`src/rtl/pc_unit.sv`:
```
// pc_unit: program counter with increment, absolute jump, relative branch
// and an optional call/return stack.
//
// Build option: define PC_RETURN_STACK_EN to compile in the return stack.
// Without it, call behaves as jmp, ret is ignored, and the stack status
// outputs are tied to full=0, empty=1, err=0.
//
// Parameters: WIDTH (pc/target/offset bits), STEP (sequential increment),
//             DEPTH (return-stack entries, 2..16), RESET_VEC (pc after reset)
// Ports:
//   clk, rst        rising-edge clock, synchronous active-high reset
//   en              advance enable (0 = stall: pc held, no stack activity)
//   jmp, br         absolute jump to target / relative branch by offset
//   call, ret       push return address and jump / pop into pc
//   target, offset  absolute destination / signed displacement
//   pc, pc_next     registered program counter / value pc takes next edge
//   stack_full, stack_empty, stack_err
//                   registered stack status; err pulses one cycle after an
//                   overflowing call or an underflowing ret
module pc_unit #(
    parameter int WIDTH     = 8,
    parameter int STEP      = 1,
    parameter int DEPTH     = 4,
    parameter int RESET_VEC = 0
) (
    input  logic             clk,
    input  logic             rst,
    input  logic             en,
    input  logic             jmp,
    input  logic             br,
    input  logic             call,
    input  logic             ret,
    input  logic [WIDTH-1:0] target,
    input  logic [WIDTH-1:0] offset,
    output logic [WIDTH-1:0] pc,
    output logic [WIDTH-1:0] pc_next,
    output logic             stack_full,
    output logic             stack_empty,
    output logic             stack_err
);

    localparam logic [WIDTH-1:0] STEP_W  = WIDTH'(STEP);
    localparam logic [WIDTH-1:0] RESET_W = WIDTH'(RESET_VEC);

    logic [WIDTH-1:0] pc_inc;
    logic [WIDTH-1:0] pc_br;

    assign pc_inc = pc + STEP_W;
    // Same-width two's-complement add is already the sign-extended sum mod 2^WIDTH.
    assign pc_br  = pc + offset;

`ifdef PC_RETURN_STACK_EN

    localparam int CW = $clog2(DEPTH + 1);
    localparam int IW = $clog2(DEPTH);

    logic [WIDTH-1:0] stack_mem [DEPTH];
    logic [CW-1:0]    count;
    logic [CW-1:0]    count_next;
    logic [IW-1:0]    top_idx;
    logic             push;
    logic             err_next;

    assign top_idx = IW'(count - CW'(1));

    always_comb begin
        pc_next    = pc;
        count_next = count;
        push       = 1'b0;
        err_next   = 1'b0;
        if (rst) begin
            pc_next = RESET_W;
        end else if (en) begin
            if (ret) begin
                if (count != '0) begin
                    pc_next    = stack_mem[top_idx];
                    count_next = count - CW'(1);
                end else begin
                    // Underflow falls back to a plain increment.
                    pc_next  = pc_inc;
                    err_next = 1'b1;
                end
            end else if (call) begin
                pc_next = target;
                if (count != CW'(DEPTH)) begin
                    push       = 1'b1;
                    count_next = count + CW'(1);
                end else begin
                    // Overflow still jumps; the return address is lost.
                    err_next = 1'b1;
                end
            end else if (jmp) begin
                pc_next = target;
            end else if (br) begin
                pc_next = pc_br;
            end else begin
                pc_next = pc_inc;
            end
        end
    end

    always_ff @(posedge clk) begin
        if (rst) begin
            pc          <= RESET_W;
            count       <= '0;
            stack_empty <= 1'b1;
            stack_full  <= 1'b0;
            stack_err   <= 1'b0;
        end else begin
            pc          <= pc_next;
            count       <= count_next;
            stack_empty <= (count_next == '0);
            stack_full  <= (count_next == CW'(DEPTH));
            stack_err   <= err_next;
        end
    end

    // Storage is not reset; entries above count are never read.
    always_ff @(posedge clk) begin
        if (push) begin
            stack_mem[count[IW-1:0]] <= pc_inc;
        end
    end

`else

    logic unused_ret;
    assign unused_ret = ret;

    always_comb begin
        pc_next = pc;
        if (rst) begin
            pc_next = RESET_W;
        end else if (en) begin
            if (call || jmp) begin
                pc_next = target;
            end else if (br) begin
                pc_next = pc_br;
            end else begin
                pc_next = pc_inc;
            end
        end
    end

    always_ff @(posedge clk) begin
        if (rst) begin
            pc <= RESET_W;
        end else begin
            pc <= pc_next;
        end
    end

    assign stack_full  = 1'b0;
    assign stack_empty = 1'b1;
    assign stack_err   = 1'b0;

`endif

endmodule
```
`config.mk`:
```
export PLATFORM = sky130hd
export DESIGN_NAME = pc_unit
export DESIGN_NICKNAME = d
export VERILOG_FILES = /design/src/rtl/pc_unit.sv
export SDC_FILE = /design/constraint.sdc
export NUM_CORES = 1
export LEC_CHECK = 0
export ABC_AREA = 1
export BUFFER_PORTS_ARGS = -buffer_cell sky130_fd_sc_hd__buf_2
export CAP_MARGIN = 40
export CORE_ASPECT_RATIO = 1.1
export CORE_MARGIN = 1.5
export CORE_UTILIZATION = 47
export CTS_BUF_LIST = sky130_fd_sc_hd__clkbuf_4
export CTS_CLUSTER_DIAMETER = 60
export DETAILED_ROUTE_END_ITERATION = 8
export PLACE_DENSITY = 0.8
export SETUP_SLACK_MARGIN = 0.4
export SLEW_MARGIN = 20
export SYNTH_ARGS = -nofsm -noshare
export SYNTH_HDL_FRONTEND = slang
export SYNTH_SLANG_ARGS = --single-unit
```
`constraint.sdc`:
```
create_clock -name clk -period 2.55 [get_ports clk]
set_input_delay 0.51 -clock clk [delete_from_list [all_inputs] [get_ports clk]]
set_output_delay 0.51 -clock clk [all_outputs]
set_load 0.01 [all_outputs]
```
==> run summary <==
The maximum single-stage delay on the critical path works out to 0.35 ns. Power spread over the standard cell area amounts to 360.7 mW/mm². The cell with the most instances after synthesis was sky130_fd_sc_hd__nand2_1. The layout-stage area growth over the synthesis result is 57.90%.

The worst setup path is captured at an output pin. The run gives 15 as the number of violations reported at the end of detailed-routing iteration 0. The cell count after synthesis came out at 131. The internal cell power was 0.0003015 W. The number of global-route vias before repair was 981.

Across the VDD grid, the largest voltage drop is 0.3718 mV. The floorplan has 15 rows. In this run the most critical hold path is launched from rst. The signal on the critical path passes through buf_6, inv_4, nand2_4, ha_4, fa_2, nand3_2, nand2_2, nand2_2, nand2_1, nand2_1, nand3_2, a21oi_2, buf_2. The count of endpoints failing hold in the final timing report came out at 0. Global routing finished with a remaining overflow of 0. After detailed routing, the met2 layer carries 1.270 mm of wire. For this design the top-level I/O count stands at 42. The post-detailed-routing wire length is 2.432 mm. The tools report the initial core utilization as 0.5188. The final design utilization is 0.8192, and the total routed wire length on the met1 layer is 1.023 mm. Once detail routing completed, the nets flagged for antenna violations numbered 0.

The pre-antenna-repair detailed-routing pass consisted of 4 iterations. The worst clock skew on the final layout was 0.006486 ns. For this design, the sink count on the clock tree is 8.

The clock root buffer was sky130_fd_sc_hd__clkbuf_4. Clock-pin slew was measured on the worst setup and hold paths at 0.07 ns. The proportion of total power due to net switching is 0.3751, and the number of filler instances in the final layout is 111. The startpoint of the most critical register-to-register path was pc[0]. For the distinct cell type count of the synthesized netlist, the log shows 22. No sink is reached through more buffers than the 2 on the longest clock path.

Grouping stages by cell kind, the critical path spends the most delay in adder cells. The maximum number of pins on one net before global-route repair is 12. The vertical extent of the die came out at 47.53 µm. The path category of the worst min-delay check was input port to register. Each instance of the synthesized netlist takes up on average 6.466 µm². In this run the static leakage power is 0.7300 nW. For the half-perimeter wire length after placement, the log shows 1.698 mm. The tools report the hold path endpoint as pc[2]. Data on the critical path is required at its endpoint by 2.04 ns. The floorplan die area was 0.002066 mm². TritonCTS built the clock tree. The number of cells on the worst reg-to-reg path is 13. Setup repair after global routing could not meet its margin everywhere. The run gives 0 as the remaining routing DRC violations.

The run gives 0 as the number of antenna diodes. The logs give 0 for the number of antenna violations at the first check in global routing and 0.26 ns for the insertion delay of the later-clocked pin in the worst-skew pair. The logs give 0.2506 for the global-route usage over all layers and 0.472 for the combinational cell fraction of total power. Setup violations remaining at the end of the flow were counted as 0. For the count of pins over their slew limit, the log shows 0.

The count of buffer and inverter cells on the critical path was 3. For the number of buffers inserted by hold repair at cts, the log shows 0. Using the TritonRoute via totals, the vias-per-cell ratio works out to 5.095. During placement, the flow inserted port buffers numbering 37. The detailed router used layers up to and including met4. Yosys mapped a number of flops with a built-in enable equal to 0. The predominant post-synthesis flop cell is sky130_fd_sc_hd__dfxtp_1. The slowest stage of the critical path is the sky130_fd_sc_hd__fa_2 cell. The finished cells cover 0.001338 mm². Launching element type of the critical path: an input port. The routed design uses 106 µm of met3 wire. Layout cell share with drive strength beyond 1: 0.5440. The tools report the core area as 0.001633 mm². The flow ran to the end, and the final reports show no timing, DRC or antenna violations. Of all nets on the critical path, the largest fanout is 2.

The logs give 0.60 ns for the worst-case register-to-register setup slack and 1.94 ns for the arrival time at the worst endpoint. The area of the mapped netlist was 847.1 µm²; the total via count in the routed design was 1,014. Yosys printed 0 warnings. The synthesized design contains 8 register bits. Across the run, the number of max-cap violations was 0.

The level count of the clock H-tree came out at 1. After synthesis, the cell types taking the most area are sky130_fd_sc_hd__dfxtp_1, sky130_fd_sc_hd__nand2_1, sky130_fd_sc_hd__ha_1, sky130_fd_sc_hd__inv_1, sky130_fd_sc_hd__a21oi_1. The routed wire length per instance came out at 12.22 µm. The worst reg2reg path endpoint was pc[4]. The first global-routing pass estimated 3.850 mm of wire. The tools report the sequential group share of total power as 0.306. Share of power burned in the clock network: 0.222.

The flip-flop count of the largest register after layout works out to 8. The number of clock buffers added by TritonCTS is 3. The critical setup path kind is input port to output pin. The tools report the number of nets in the layout as 215. The die is 43.48 µm wide. Summed over all instances, the cell type with the most area after synthesis is sky130_fd_sc_hd__dfxtp_1.

The largest registers in the layout are pc x8. Instance area after placement: 0.001130 mm². The worst path needs 2.449 ns of the cycle, external delays included. Register with the most flip-flops: pc.

The final worst-path cycle share works out to 0.9605. The sequential-to-total area share from yosys stat came out at 0.1891. Static timing analysis puts the maximum clock frequency at 408.3 MHz. In this run the power spent charging and discharging nets is 0.0001809 W.

The fraction of synthesis flops using an asynchronous set or reset pin works out to 0. By count the netlist is led by sky130_fd_sc_hd__nand2_1, sky130_fd_sc_hd__inv_1, sky130_fd_sc_hd__a21oi_1. The area share of the largest cell type after synthesis came out at 0.1891. Along the worst hold path, the cell count comes to 2. Final RePlAce weighted congestion: 0.8353.
-- cell usage in the layout (no fill, tap or decap), types with 3 or more instances in the layout --
master                     netlist  final
sky130_fd_sc_hd__nand2_1        34     26
sky130_fd_sc_hd__conb_1          2      3
sky130_fd_sc_hd__inv_2           1      5
sky130_fd_sc_hd__ha_4            0      7
sky130_fd_sc_hd__buf_4           3     14
sky130_fd_sc_hd__dfxtp_1         8      8
sky130_fd_sc_hd__inv_1          22     17
sky130_fd_sc_hd__o211ai_1        3      3
sky130_fd_sc_hd__nand2_2         4     10
sky130_fd_sc_hd__a21oi_1        14     10
sky130_fd_sc_hd__nor2_1          4      3
sky130_fd_sc_hd__nand3_1         7      6
sky130_fd_sc_hd__a21oi_2         3      6
sky130_fd_sc_hd__buf_2           2     35
sky130_fd_sc_hd__o21ai_0         3      3
sky130_fd_sc_hd__clkbuf_4        0      3
sky130_fd_sc_hd__nand3b_1        3      3
sky130_fd_sc_hd__nand3_2         5      6
-- per-layer routing --
layer / vias up / track usage
met5: - / 0
met4: 0 / 0.1455
met3: 4 / 0.05283
met2: 38 / 0.4627
met1: 453 / 0.2705
li1: 519 / -
-- worst max path at each step --
stage | depth (start not counted) | endpoint | slack, ns | from
after floorplan | 11 | pc_next[6] | 0.30 | br
after global placement | 12 | pc_next[6] | 0.07 | br
after detailed placement | 12 | pc_next[6] | -0.003 | br
after CTS | 13 | pc_next[6] | 0.14 | offset[0]
after global routing | 13 | pc_next[6] | 0.05 | offset[0]
final | 13 | pc_next[6] | 0.10 | offset[0]
-- power groups by stage --
stage | combinational (W) | sequential (W) | clock [W]
finish | 0.000228 | 0.000148 | 0.000107
CTS | 0.000222 | 0.000147 | 0.000109
global placement | 0.000174 | 0.000149 | 0
global route | 0.000250 | 0.000149 | 0.000113
floorplan | 0.000125 | 0.000153 | 0
detailed placement | 0.000180 | 0.000149 | 0
-- per-stage QoR --
stage | total power, W | hold slack, ns | setup TNS (ns) | cells | setup slack (ns)
finish | 0.0004824 | 0.5085 | 0 | 199 | 0.1006
global route | 0.0005115 | 0.5281 | 0 | 199 | 0.05006
CTS | 0.0004791 | 0.5050 | 0 | 198 | 0.1351
detailed placement | 0.0003298 | 0.5473 | -0.002591 | 182 | -0.002591
global placement | 0.0003227 | 0.5322 | 0 | 182 | 0.06659
floorplan | 0.0002777 | 0.5659 | 0 | 132 | 0.2952
-- what timing repair did --
item | CTS | global route
pin swaps | 18 | 3
buffers inserted | 13 | 1
setup endpoints to repair | 7 | 7
resized for setup | 23 | 0
-- logic make-up after synthesis --
| logic type | synth area share |
|---|---|
| buffers and inverters | 0.1403 |
| adder cells (fa/ha/maj) | 0.1270 |
| flip-flops | 0.1891 |
| AND/OR/NAND/NOR | 0.3456 |
| AO/OA/AOI/OAI | 0.1787 |
| XOR/XNOR | 0.01034 |
| other | 0.008866 |
-- layout make-up --
class                           instances  area (µm²)  share of cell area
Multi-Input combinational cell         96       721.9              0.5398
Clock buffer                            3       22.52             0.01684
Timing Repair Buffer                   52       322.8              0.2413
Tap cell                               17       21.27             0.01590
Inverter                               23       88.84             0.06642
Sequential cell                         8       160.2              0.1197
Power figures use the tool's default switching activity.
